`src/rtl/tea_iter_core.sv`:
```
// tea_iter_core: iterative TEA encrypt/decrypt engine, UNROLL rounds per clock,
// valid/ready block interface and a 128-bit key loaded as two 64-bit halves.
module tea_iter_core #(
  parameter int          ROUNDS = 32,
  parameter int          UNROLL = 1,
  parameter logic [31:0] DELTA  = 32'h9E3779B9
) (
  input  logic        clk,
  input  logic        rst_n,
  input  logic        key_wr_i,
  input  logic        key_hi_i,
  input  logic [63:0] key_in_i,
  output logic        key_ready_o,
  output logic        key_valid_o,
  input  logic        in_valid_i,
  output logic        in_ready_o,
  input  logic        in_mode_i,
  input  logic [63:0] in_data_i,
  output logic        out_valid_o,
  input  logic        out_ready_i,
  output logic [63:0] out_data_o
);
  if (UNROLL < 1 || ROUNDS < 1 || ROUNDS % UNROLL != 0) begin : g_bad_params
    $error("tea_iter_core: ROUNDS must be >= 1 and a multiple of UNROLL");
  end
  localparam int          CW      = $clog2(ROUNDS + 1);
  localparam logic [31:0] SUM_DEC = DELTA * 32'(ROUNDS);
  typedef enum logic [1:0] {IDLE, RUN, DONE} state_e;
  state_e         state_q, state_d;
  logic [127:0]   key_q, key_d, wkey_q, wkey_d;
  logic [1:0]     kset_q, kset_d;
  logic [31:0]    v0_q, v0_d, v1_q, v1_d, sum_q, sum_d;
  logic           mode_q, mode_d;
  logic [CW-1:0]  cnt_q, cnt_d;
  logic [31:0]    r0, r1, rs;
  function automatic logic [31:0] f(input logic [31:0] x, ka, kb, s);
    return ((x << 4) + ka) ^ (x + s) ^ ((x >> 5) + kb);
  endfunction
  assign key_ready_o = state_q == IDLE;
  assign key_valid_o = &kset_q;
  assign in_ready_o  = key_ready_o & key_valid_o;
  assign out_valid_o = state_q == DONE;
  assign out_data_o  = {v0_q, v1_q};
  // Rounds run on the key snapshot taken at accept, so IDLE key writes never touch a block in flight.
  always_comb begin
    r0 = v0_q;
    r1 = v1_q;
    rs = sum_q;
    for (int i = 0; i < UNROLL; i++) begin
      if (!mode_q) begin
        rs = rs + DELTA;
        r0 = r0 + f(r1, wkey_q[127:96], wkey_q[95:64], rs);
        r1 = r1 + f(r0, wkey_q[63:32], wkey_q[31:0], rs);
      end else begin
        r1 = r1 - f(r0, wkey_q[63:32], wkey_q[31:0], rs);
        r0 = r0 - f(r1, wkey_q[127:96], wkey_q[95:64], rs);
        rs = rs - DELTA;
      end
    end
  end
  always_comb begin
    state_d = state_q;
    key_d   = key_q;
    kset_d  = kset_q;
    wkey_d  = wkey_q;
    v0_d    = v0_q;
    v1_d    = v1_q;
    sum_d   = sum_q;
    mode_d  = mode_q;
    cnt_d   = cnt_q;
    case (state_q)
      IDLE: begin
        if (key_wr_i) begin
          key_d = key_hi_i ? {key_in_i, key_q[63:0]} : {key_q[127:64], key_in_i};
          kset_d[key_hi_i] = 1'b1;
        end
        if (in_valid_i && in_ready_o) begin
          state_d      = RUN;
          wkey_d       = key_q;
          {v0_d, v1_d} = in_data_i;
          mode_d       = in_mode_i;
          cnt_d        = '0;
          sum_d        = in_mode_i ? SUM_DEC : 32'h0;
        end
      end
      RUN: begin
        v0_d    = r0;
        v1_d    = r1;
        sum_d   = rs;
        cnt_d   = cnt_q + CW'(UNROLL);
        state_d = cnt_d == CW'(ROUNDS) ? DONE : RUN;
      end
      DONE:    state_d = out_ready_i ? IDLE : DONE;
      default: state_d = IDLE;
    endcase
  end
  always_ff @(posedge clk or negedge rst_n) begin
    if (!rst_n) begin
      state_q <= IDLE;
      key_q   <= '0;
      kset_q  <= '0;
      wkey_q  <= '0;
      v0_q    <= '0;
      v1_q    <= '0;
      sum_q   <= '0;
      mode_q  <= 1'b0;
      cnt_q   <= '0;
    end else begin
      state_q <= state_d;
      key_q   <= key_d;
      kset_q  <= kset_d;
      wkey_q  <= wkey_d;
      v0_q    <= v0_d;
      v1_q    <= v1_d;
      sum_q   <= sum_d;
      mode_q  <= mode_d;
      cnt_q   <= cnt_d;
    end
  end
endmodule

```
`config.mk`:
```
export PLATFORM = sky130hd
export DESIGN_NAME = tea_iter_core
export DESIGN_NICKNAME = d
export VERILOG_FILES = /design/src/rtl/tea_iter_core.sv
export SDC_FILE = /design/constraint.sdc
export NUM_CORES = 2
export LEC_CHECK = 0
export CAP_MARGIN = 20
export CORE_MARGIN = 4
export CORE_UTILIZATION = 50
export DETAILED_ROUTE_END_ITERATION = 12
export PLACE_DENSITY = 0.76
export SYNTH_ARGS = -nofsm -noshare
export SYNTH_HDL_FRONTEND = slang
export SYNTH_SLANG_ARGS = --single-unit
export TNS_END_PERCENT = 10
```
`constraint.sdc`:
```
create_clock -name clk -period 28.5 [get_ports clk]
set_clock_uncertainty 0.05 [all_clocks]
set_input_delay 5.7 -clock clk [delete_from_list [all_inputs] [get_ports clk]]
set_output_delay 5.7 -clock clk [all_outputs]
set_load 0.03 [all_outputs]
```
==> impl_metrics.json <==
{
  "num_io_pins": 203,
  "synth-edff-count": 0,
  "globalplace.congestion": 1.049,
  "syn_inst": 4688,
  "yosysSeqAreaShare": 0.2316,
  "grt_pass1_wl_um": 226000,
  "path_buf_inv": 0,
  "holdPathStages": 2,
  "finalCriticalPeriod_ns": 11.85,
  "grt_antenna_before_repair": 7,
  "finalWirelength_um": 156300,
  "drtIter0Drc": 4366,
  "reg2reg_depth": 42,
  "fin_tns_setup_ns": 0,
  "layout_commonest_cell": "nand2_1",
  "cts_tree": "yes",
  "synthArstFlopShare": 1.000,
  "hold_path.class": "reg2reg",
  "muxShareOfSynthArea": 0.04125,
  "cts.repair.resized": 0,
  "fin_nets": 5510,
  "syn-num-nets": 5321,
  "drv_slew": 0,
  "grt_max_degree": 178,
  "die_area_um2": 82980,
  "rows": 102,
  "cp_slowest_stage_delay_ns": 0.64,
  "dp_hpwl_um": 126700,
  "vias": 37480,
  "path_clk_slew_ns": 0.07,
  "clockBufferDepth": 3,
  "numClockSinks": 363,
  "worstMarginPinSlew_ns": 1.147,
  "clkLatencyLatePin_ns": 0.60,
  "startpoint_type": "flip-flop",
  "status": "finished clean",
  "cp_top_family": "compound AO/OA/AOI/OAI gates",
  "area_growth_pct": 12.29,
  "fin_crit_sh": 0.4157,
  "wl_per_cell_um": 26.27,
  "detail-route-antenna-nets": 0,
  "wl_met3_um": 22730,
  "hold_buffers": 0,
  "critPathRequiredTime_ns": 28.98,
  "fp.dieH_um": 288.1,
  "numCtsBuffers": 43,
  "rsz0062_at_grt": "false",
  "layout-drive-gt1-share": 0.06461,
  "die_x_um": 288.1,
  "cts_setup_buffers": 0,
  "wl_met2_um": 62430,
  "synth_xor_area_frac": 0.1672,
  "port_buffers": 202,
  "viasPerCell": 6.300,
  "netlist_area_um2": 39220,
  "cp_max_fo": 8,
  "setup_viol": 0,
  "grt_usage": 0.3659,
  "ys_warn_count": 0,
  "synth_top_family_by_area": "compound AO/OA/AOI/OAI gates",
  "clockRootBuffer": "clkbuf_16",
  "drc": 0,
  "path_depth": 42,
  "synthSimpleGateAreaFrac": 0.1493,
  "initial_core_util": 0.5054,
  "max_slew_margin": 0.2301,
  "crit_slowest_cell": "xor2_1",
  "grt_pass1_vias": 35810,
  "hold_viol_final": 0,
  "mostFrequentLayoutCells": "nand2_1 (678), xnor2_1 (595), ha_1 (482)",
  "synth.distinct_cells": 88,
  "wl_met1_um": 67020,
  "synth_seq_cells": 363,
  "end_kind": "flip-flop",
  "avgSynthCellArea_um2": 8.365,
  "cpMostUsedCell": "ha_1",
  "final_core_util": 0.5675,
  "maxCapViolations": 0,
  "synth_fa_ha_area_frac": 0.1620,
  "crit_type": "reg2reg",
  "max_freq_mhz": 84.40,
  "arrival_ns": 12.33,
  "dr.max_layer_used": "met5",
  "dr.pass1.iters": 6,
  "htreeDepth": 2,
  "gr-total-overflow": 0,
  "synthFlopType": "dfrtp_1",
  "core_area_um2": 77590,
  "synth_compound_area_frac": 0.2239
}
[final cells by class]
class,count,area (um2)
antenna,3,7.507
clock buffer,60,1190
clock inverter,14,181.4
fill,7187,33560
inverter,124,465.4
multi-input combinational,4069,29200
sequential,363,9087
tap,1040,1301
timing repair buffer,276,2599
[worst paths after layout]
check / endpoint / slack (ns) / from
worst min-delay path: wkey_q[114]$_DFFE_PN0P_ / 0.35 / key_q[114]$_DFFE_PN0P_
max in group asynchronous: key_q[4]$_DFFE_PN0P_ / 21.28 / rst_n
worst min register to register: wkey_q[114]$_DFFE_PN0P_ / 0.35 / key_q[114]$_DFFE_PN0P_
worst max-delay path: v1_q[29]$_DFFE_PN0P_ / 16.65 / sum_q[0]$_DFFE_PN0P_
worst max register to register: v1_q[29]$_DFFE_PN0P_ / 16.65 / sum_q[0]$_DFFE_PN0P_
min in group asynchronous: v1_q[31]$_DFFE_PN0P_ / 5.02 / rst_n
[tightest hold or removal path, stage by stage, from the launching register on]
cell and delay, ns:
dfrtp_1 0.34, nand2_1 0.05, nand2_1 0.05
[kinds of logic after synthesis]
kind of cell | after synthesis
compound gates | 1366
xor+xnor | 739
fa+ha+maj | 498
buf+inv | 256
flops | 363
mux | 145
simple gates | 1321
[routing by layer]
layer,up-vias,global-route usage
met1,18180,0.5315
li1,17170,-
met3,273,0.1234
met5,-,0
met2,1850,0.5195
met4,4,0.09044
[sequential cells by signal, summed over array words and instances, names as in the netlist]
signal	cells
cnt_q	6
key_q	128
kset_q	2
mode_q	1
state_q	2
sum_q	32
v0_q	32
v1_q	32
wkey_q	128
[synthesized netlist by cell type (all sizes together), types with 119 or more instances]
| master | number | share of area |
|---|---|---|
| dfrtp | 363 | 0.23 |
| inv | 123 | 0.012 |
| o21ai | 269 | 0.035 |
| a21o | 264 | 0.051 |
| clkbuf | 119 | 0.011 |
| mux2 | 133 | 0.038 |
| nand2 | 679 | 0.065 |
| ha | 482 | 0.15 |
| nor2 | 244 | 0.024 |
| a21oi | 395 | 0.051 |
| xnor2 | 595 | 0.13 |
| xor2 | 138 | 0.031 |
[per-stage QoR]
stage / cell area [um2] / hold slack, ns / worst slack, ns / std cells
floorplan: 39220 / 0.3801 / 19.30 / 4688
global placement: 42630 / 0.3912 / 17.16 / 5869
detailed placement: 42640 / 0.3955 / 17.17 / 5871
CTS: 44020 / 0.3692 / 17.13 / 5945
global route: 44030 / 0.4105 / 16.15 / 5946
finish: 44030 / 0.3541 / 16.65 / 5949
Power is not shown: default switching activity piles up to over one toggle a cycle in this logic, so the estimate is an artifact.
